[src/rtl/pwm_ctrl.sv]
// pwm_ctrl: config front end for a PWM generator; EN is live, all other settings are shadowed and committed together.
// Latency: a write lands one clk after acceptance; shadows reach the outputs on the first wrap tick (or idle cycle) after UPD.
// Backpressure: cfg_ready is low while a commit is armed. Optional one-shot mode: define PWM_CTRL_ONESHOT_EN.
module pwm_ctrl (
  input  logic        clk,
  input  logic        rst_n,
  input  logic        cfg_valid,
  output logic        cfg_ready,
  input  logic [2:0]  cfg_addr,
  input  logic [15:0] cfg_wdata,
  output logic        pwm_en,
  output logic [7:0]  functions,
  output logic [15:0] period,
  output logic [15:0] compare1,
  output logic [15:0] compare2,
  output logic [15:0] count_val,
  output logic        period_irq,
  output logic        upd_pending
);

  localparam logic [2:0] A_CTRL   = 3'd0;
  localparam logic [2:0] A_PERIOD = 3'd1;
  localparam logic [2:0] A_CMP1   = 3'd2;
  localparam logic [2:0] A_CMP2   = 3'd3;
  localparam logic [2:0] A_PRESC  = 3'd4;

  logic        en_q;
  logic        en_next;
  logic [1:0]  func_sh;
  logic [15:0] period_sh;
  logic [15:0] cmp1_sh;
  logic [15:0] cmp2_sh;
  logic [7:0]  presc_sh;
  logic [7:0]  presc_act;
  logic [7:0]  presc_cnt;
  logic        wr;
  logic        ctrl_wr;
  logic        tick;
  logic        wrap_tick;
  logic        commit;
`ifdef PWM_CTRL_ONESHOT_EN
  logic        oneshot_q;
`endif

  // No writes while a commit is armed, so shadows cannot change under a pending commit.
  assign cfg_ready = !upd_pending;
  assign wr        = cfg_valid && cfg_ready;
  assign ctrl_wr   = wr && (cfg_addr == A_CTRL);
  assign pwm_en    = en_q;

  // Period 0 behaves as 1; a count at or above period-1 (after a period shrink) also wraps.
  assign tick      = en_q && (presc_cnt == presc_act);
  assign wrap_tick = tick && ((period == 16'd0) || (count_val >= period - 16'd1));

  // upd_pending is still 0 on the arming cycle, so a coincident wrap cannot commit early.
  assign commit    = upd_pending && (wrap_tick || !en_q);

  // Next enable: software write wins; one-shot drops EN on the wrap tick.
  always_comb begin
    en_next = en_q;
    if (ctrl_wr) begin
      en_next = cfg_wdata[0];
    end
`ifdef PWM_CTRL_ONESHOT_EN
    else if (wrap_tick && oneshot_q) begin
      en_next = 1'b0;
    end
`endif
  end

  // CTRL bits, shadow registers and commit arming.
  always_ff @(posedge clk or negedge rst_n) begin
    if (!rst_n) begin
      en_q        <= 1'b0;
      func_sh     <= 2'd0;
      period_sh   <= 16'd0;
      cmp1_sh     <= 16'd0;
      cmp2_sh     <= 16'd0;
      presc_sh    <= 8'd0;
      upd_pending <= 1'b0;
`ifdef PWM_CTRL_ONESHOT_EN
      oneshot_q   <= 1'b0;
`endif
    end else begin
      en_q <= en_next;
      if (wr) begin
        case (cfg_addr)
          A_CTRL: begin
            func_sh <= cfg_wdata[2:1];
`ifdef PWM_CTRL_ONESHOT_EN
            oneshot_q <= cfg_wdata[4];
`endif
          end
          A_PERIOD: period_sh <= cfg_wdata;
          A_CMP1:   cmp1_sh   <= cfg_wdata;
          A_CMP2:   cmp2_sh   <= cfg_wdata;
          A_PRESC:  presc_sh  <= cfg_wdata[7:0];
          default:  ;
        endcase
      end
      if (ctrl_wr && cfg_wdata[3]) begin
        upd_pending <= 1'b1;
      end else if (commit) begin
        upd_pending <= 1'b0;
      end
    end
  end

  // Shadow-to-active transfer, all fields together.
  always_ff @(posedge clk or negedge rst_n) begin
    if (!rst_n) begin
      functions <= 8'd0;
      period    <= 16'd0;
      compare1  <= 16'd0;
      compare2  <= 16'd0;
      presc_act <= 8'd0;
    end else if (commit) begin
      functions <= {6'd0, func_sh};
      period    <= period_sh;
      compare1  <= cmp1_sh;
      compare2  <= cmp2_sh;
      presc_act <= presc_sh;
    end
  end

  // Prescaler and period counter; both sit at 0 whenever the generator is (or is becoming) disabled.
  always_ff @(posedge clk or negedge rst_n) begin
    if (!rst_n) begin
      presc_cnt  <= 8'd0;
      count_val  <= 16'd0;
      period_irq <= 1'b0;
    end else begin
      period_irq <= wrap_tick;
      if (!en_next) begin
        presc_cnt <= 8'd0;
        count_val <= 16'd0;
      end else if (tick) begin
        presc_cnt <= 8'd0;
        count_val <= wrap_tick ? 16'd0 : count_val + 16'd1;
      end else if (en_q) begin
        presc_cnt <= presc_cnt + 8'd1;
      end
    end
  end

endmodule

[config.mk]
export PLATFORM = sky130hd
export DESIGN_NAME = pwm_ctrl
export DESIGN_NICKNAME = d
export VERILOG_FILES = /design/src/rtl/pwm_ctrl.sv
export SDC_FILE = /design/constraint.sdc
export NUM_CORES = 1
export LEC_CHECK = 0
export CAP_MARGIN = 20
export CORE_MARGIN = 2
export CORE_UTILIZATION = 55
export DETAILED_ROUTE_END_ITERATION = 10
export GPL_ROUTABILITY_DRIVEN = 0
export PLACE_DENSITY = 0.88
export SETUP_SLACK_MARGIN = 0.5
export SYNTH_ARGS = -nofsm -noshare
export SYNTH_HDL_FRONTEND = slang
export SYNTH_SLANG_ARGS = --single-unit
[constraint.sdc]
create_clock -name clk -period 4.1 [get_ports clk]
set_clock_uncertainty 0.05 [all_clocks]
set_input_delay 1.025 -clock clk [delete_from_list [all_inputs] [get_ports clk]]
set_output_delay 1.025 -clock clk [all_outputs]
set_load 0.1 [all_outputs]
Word level (Yosys, flattened, before mapping)

Cells that the tools add are included.

Register bits: 143
Latch bits: 0
RAM bits: 0
ROM bits: 0
Bits of input ports: 22
Logic and storage cells: 53
Memories kept: 0

Add/subtract/negate cells: 3
$mul: 0
Divide/modulo/power cells: 0
$lt $le $gt $ge: 1
Equality and inequality tests: 7
Shifts and indexed selects: 0
Multiplexer cells: 9
Bitwise gates (word level): 0
Reduce and logical (&&, ||, !) cells: 18

Operators with widths:

| operator                                                             | count |
|---|---|
| 16-bit 2-to-1 mux                                                    | 3 |
| 8-bit 2-to-1 mux                                                     | 3 |
| 16-bit by 1-bit adder with 16-bit output, second input constant      | 1 |
| 16-bit >= comparator                                                 | 1 |
| 16-bit zero test                                                     | 1 |
| 16-bit by 1-bit subtractor with 16-bit output, second input constant | 1 |
| 2-bit AND reduction                                                  | 5 |
| 8-bit by 1-bit adder with 8-bit output, second input constant        | 1 |
| 8-bit == test                                                        | 1 |
| 3-bit by 2-bit == test with 1-bit output, second input constant      | 2 |
| 1-bit logical AND                                                    | 6 |
| 3-bit by 1-bit == test with 1-bit output, second input constant      | 1 |
| 3-bit == test, second input constant                                 | 1 |
| 3-bit zero test                                                      | 1 |
| 1-bit 2-to-1 mux                                                     | 3 |
| 3-bit by 2-bit != test with 1-bit output, second input constant      | 1 |
| 1-bit zero test                                                      | 2 |
| 1-bit logical OR                                                     | 2 |
| 2-bit by 1-bit != test with 1-bit output, second input constant      | 1 |
| 2-bit nonzero test                                                   | 1 |

Logic depth before layout (Yosys ltp)

Word-level depth: 8
Depth in mapped cells: 14
Depth with buffers taken out: 12

Worst setup path after synthesis

Ideal clock, no wire load.

Path type: register -> register
From: reg period[2]
To: reg compare2[0]
Setup time: 0.125 ns
Arrival time: 3.610 ns
Path slack: 0.315 ns
Cell stages (with the launch flop): 14
Path buffers: 2
Clock period less this slack: 3.785 ns
Cells stage by stage: dfrtp_1 nor4_1 nand2_1 nor4_1 xnor2_1 ha_1 nand2_1 nor3_1 o311ai_1 a31oi_4 o21ai_2 buf_6 buf_6 mux2_4

Longest elaborated chain between the ends: 6

RTL lines:

| what                                          | RTL line | source |
|---|---|---|
| start, declared                               | 13       | `output logic [15:0] period,` |
| start signal, assigned                        | 119      | `period <= period_sh;` |
| 16-bit by 1-bit subtractor with 16-bit output | 53       | `assign wrap_tick = tick && ((period == 16'd0) \|\| (count_val >= period - 16'd1));` |
| 16-bit >= comparator                          | 53       |  |
| 1-bit logical OR *                            | 53       |  |
| 1-bit logical AND *                           | 53       |  |
| net wrap_tick                                 | 39       | `logic wrap_tick;` |
| 1-bit logical OR *                            | 56       | `assign commit = upd_pending && (wrap_tick \|\| !en_q);` |
| 1-bit logical AND *                           | 56       |  |
| end signal, assigned                          | 121      | `compare2 <= cmp2_sh;` |
| end, declared                                 | 15       | `output logic [15:0] compare2,` |

The timed path passes the listed nets; every way through them passes the cells marked *.
A chain may end at the register's enable or synchronous reset.

Final worst setup path

From: reg period[6]
To: reg period[9]

Longest elaborated chain between the ends: 6

RTL lines:

| what                                          | RTL line |
|---|---|
| 16-bit by 1-bit subtractor with 16-bit output | 53 |
| 16-bit >= comparator                          | 53 |
| 1-bit logical OR *                            | 53 |
| 1-bit logical AND *                           | 53 |
| net wrap_tick                                 | 39 |
| 1-bit logical OR *                            | 56 |
| 1-bit logical AND *                           | 56 |

Marked as above.

==> impl_metrics.json <==
{
  "status": "finished, final reports clean",
  "clk_latency_ns": 0.42,
  "critical_path.most_common_cell": "nor3_2",
  "instances_no_fill": 793,
  "crit_path_max_incr_delay_ns": 0.47,
  "critPathMaxFanout": 15,
  "ys_ff_latch": 143,
  "clock_period_minus_worst_slack_ns": 3.568,
  "tritoncts.num_buffers": 17,
  "fp.dieH_um": 114.4,
  "setup.worst_path.end_class": "flop",
  "fp.dieArea_um2": 13100,
  "start_kind": "flop",
  "start_util": 0.5609,
  "synth_warnings": 0,
  "standard_cell_with_the_maximum_stage_delay_on_the_critical_path": "dfrtp_2",
  "crit_required_ns": 4.34,
  "via_count": 4703,
  "clk_pin_slew_worst_paths_ns": 0.06,
  "grt_start_max_net_pins": 92,
  "max_clock_freq_mhz": 280.3,
  "syn_to_final_growth_pct": 26.67,
  "fin_util": 0.7105,
  "worstRegToRegCells": 13,
  "postRouteAntennaNets": 0,
  "clkPwrFrac": 0.225,
  "grt_pass1_vias": 4803,
  "holdPathEnd": "cmp1_sh[8]",
  "comb_power_share": 0.466,
  "r2r_end": "period[9]",
  "routed_wirelength_um": 16080,
  "place.detailed.hpwl_um": 10090,
  "transition_time_at_the_pin_with_the_least_slew_margin_ns": 1.092,
  "power.total_uw": 7126,
  "number_of_diodes_added_for_antenna_fixing": 0,
  "worstPathArrival_ns": 3.81,
  "fin_crit_sh": 0.8702,
  "holdCritStartpoint": "cmp1_sh[8]",
  "post-place-cells": 753,
  "timing.critical_path.buf_inv": 2,
  "layout-drive-gt1-share": 0.2926,
  "layout.area.seq_um2": 3592,
  "synth_flop_cell": "dfrtp_1",
  "synth-edff-count": 0,
  "static_leak_uw": 0.003776,
  "port_buffers": 91,
  "cts_max_path_buffers": 2,
  "drtPass1Iterations": 8,
  "antenna_violations_before_repair": 0,
  "synth-seq-area-share": 0.5334,
  "holdPathStages": 1,
  "die_width_um": 114.4,
  "route.detailed.drc": 0,
  "numClockSinks": 143,
  "final-hold-violation-count": 0,
  "async_flop_share": 1.000,
  "fin_tns_setup_ns": 0,
  "switching_share": 0.4636,
  "ir_worst_vdd_mv": 0.7472,
  "core-area_um2": 11960,
  "final-max-slew-violation-count": 0,
  "rows": 40,
  "cpLargestDelayFamily": "simple AND/OR/NAND/NOR gates",
  "tritoncts": "built",
  "io_pins": 98,
  "pre_cts_ws_ns": 0.5438,
  "internal_power_uw": 3822,
  "final.setup.worst_slack_ns": 0.5321,
  "wire_length_of_the_first_global_routing_pass_um": 25050,
  "grt.overflow.total": 0,
  "route.detailed.vias_per_inst": 5.931,
  "r2r-start": "period[6]",
  "layout.nets": 675,
  "timing.hold.worst.class": "flop to flop",
  "detailedRoute.firstIterationViolations": 237,
  "cp_cell_sequence": "nor4_4 > nand3_1 > nor3_2 > xnor2_1 > ha_1 > nand4_1 > nor3_2 > a221oi_2 > a31oi_4 > o21ai_4 > buf_4 > clkbuf_16 > mux2_2",
  "syn_inst_count": 528,
  "setup.worst_path.class": "flop to flop",
  "clock_tree.root_cell": "clkbuf_16",
  "final.fill_count": 749,
  "regToRegSetupSlack_ns": 0.53,
  "syn-cell-area_um2": 6709,
  "power-per-cell-area_nw_per_um2": 838.5,
  "power.sequential.fraction": 0.309,
  "multi_input_comb_area_um2": 3028,
  "syn-mean-instance-area_um2": 12.71,
  "gr-usage-all-layers": 0.2479,
  "p_switching_uw": 3304,
  "htree_num_levels": 4,
  "maxSlewHeadroom": 0.2699,
  "post_drt_wl_per_cell_um": 20.28,
  "rsz0062_at_grt": "yes",
  "synth.lib_cells_used.distinct": 51,
  "final-setup-viol-count": 0,
  "timing.max_cap.violations": 0
}
[logic make-up after synthesis]
family / after synthesis / share of synthesized area
XOR/XNOR: 27 / 0.03525
buffers and inverters: 33 / 0.02611
other: 1 / 0.0005590
flip-flops: 143 / 0.5334
AO/OA/AOI/OAI: 35 / 0.03599
AND/OR/NAND/NOR: 151 / 0.1220
adder cells (fa/ha/maj): 20 / 0.03730
multiplexers: 118 / 0.2094
[cells in the mapped netlist (2+ instances only)]
| master | instances | area [um^2] |
|---|---|---|
| and3_1 | 13 | 81.33 |
| inv_1 | 7 | 26.28 |
| o21ai_0 | 9 | 45.04 |
| buf_6 | 3 | 33.78 |
| dfrtp_1 | 143 | 3578 |
| a21oi_1 | 7 | 35.03 |
| o2111ai_1 | 4 | 35.03 |
| nand2_1 | 35 | 131.4 |
| nor3_1 | 7 | 35.03 |
| or3_1 | 3 | 18.77 |
| nor2_1 | 17 | 63.81 |
| mux2_4 | 20 | 300.3 |
| a31oi_1 | 2 | 12.51 |
| xor2_1 | 9 | 78.83 |
| buf_4 | 6 | 45.04 |
| mux2_2 | 96 | 1081 |
| nand3_1 | 35 | 175.2 |
| nor4_1 | 14 | 87.58 |
| nor2b_1 | 4 | 25.02 |
| nand2b_1 | 2 | 12.51 |
| ha_1 | 20 | 250.2 |
| clkbuf_1 | 10 | 37.54 |
| xnor2_1 | 18 | 157.7 |
| o21ai_1 | 4 | 20.02 |
| nand4_1 | 9 | 56.30 |
| buf_2 | 5 | 25.02 |
| or2_2 | 2 | 12.51 |
[registers in the layout, summed over array words and instances (netlist names), 16 cells and up]
name and flops:
compare2 16, compare1 16, cmp1_sh 16, period_sh 16, period 16, cmp2_sh 16
count_val 16
[repair_timing]
| action | in CTS | in global routing |
|---|---|---|
| hold buffers | 0 | 0 |
| pin swaps | 0 | 3 |
| resized for setup | 0 | 12 |
| gates cloned | 0 | 2 |
| hold endpoints to repair | 0 | 0 |
| endpoints found under the setup margin | 8 | 70 |
| buffers inserted | 0 | 6 |
[worst reg2reg max path, stage by stage (launching register included)]
cell and delay, ns:
dfrtp_2 0.47, nor4_4 0.40, nand3_1 0.19, nor3_2 0.22
xnor2_1 0.16, ha_1 0.28, nand4_1 0.14, nor3_2 0.08
a221oi_2 0.34, a31oi_4 0.17, o21ai_4 0.25, buf_4 0.16
clkbuf_16 0.18, mux2_2 0.37
[layout make-up]
class,instances,share of cell area
sequential,143,0.4227
multi-input combinational,357,0.3563
timing repair buffer,106,0.1246
clock buffer,21,0.05183
tap,147,0.02164
clock inverter,11,0.01943
inverter,8,0.003534
[cell usage in the layout (no fill, tap or decap), types with 4 or more instances in the layout]
cell	n
nand3_1	35
clkbuf_16	18
mux2_4	20
bufinv_16	4
nand4_1	9
mux2_2	96
buf_4	12
conb_1	6
xnor2_1	18
and3_1	12
o21ai_0	9
nor4_1	12
dfrtp_2	11
nand2_1	34
dfrtp_1	132
clkdlybuf4s50_1	90
xor2_1	9
nor2b_1	4
o21ai_1	4
nor3_1	5
clkinv_2	4
a21oi_1	7
o2111ai_1	4
clkbuf_1	4
nor2_1	17
inv_1	7
ha_1	19
[per-stage QoR]
stage	hold WS [ns]	area [um^2]
floorplan	0.4249	6748
global placement	0.4302	7771
detailed placement	0.4428	7771
CTS	0.4562	8377
global route	0.4658	8498
finish	0.4539	8498
[worst max-delay path by stage]
stage,slack (ns),depth (start not counted),to,from
5_1_grt,0.37,13,period[9],period[6]
3_5_place_dp,0.54,12,compare1[12],period[9]
3_3_place_gp,0.63,12,compare1[10],period[9]
6_report,0.53,13,period[9],period[6]
4_1_cts,0.48,12,period[9],period[9]
2_1_floorplan,0.53,13,compare2[0],period[7]
[per-layer routing]
metal / wire length, um / track usage / vias to the layer above
met4: 328 / 0.08455 / 0
met2: 8206 / 0.4170 / 170
li1: - / - / 2119
met1: 6724 / 0.3159 / 2388
met5: 0 / 0 / -
met3: 823 / 0.05982 / 26
[power by group through the flow]
stage	logic [uW]	clock network [uW]	registers [uW]
final	3320	1600	2200
after global routing	3440	1670	2230
after CTS	3250	1610	2180
after detailed placement	3210	0	2180
after global placement	3130	0	2150
after floorplan	876	0	3710
(Power assumes the default switching activity.)
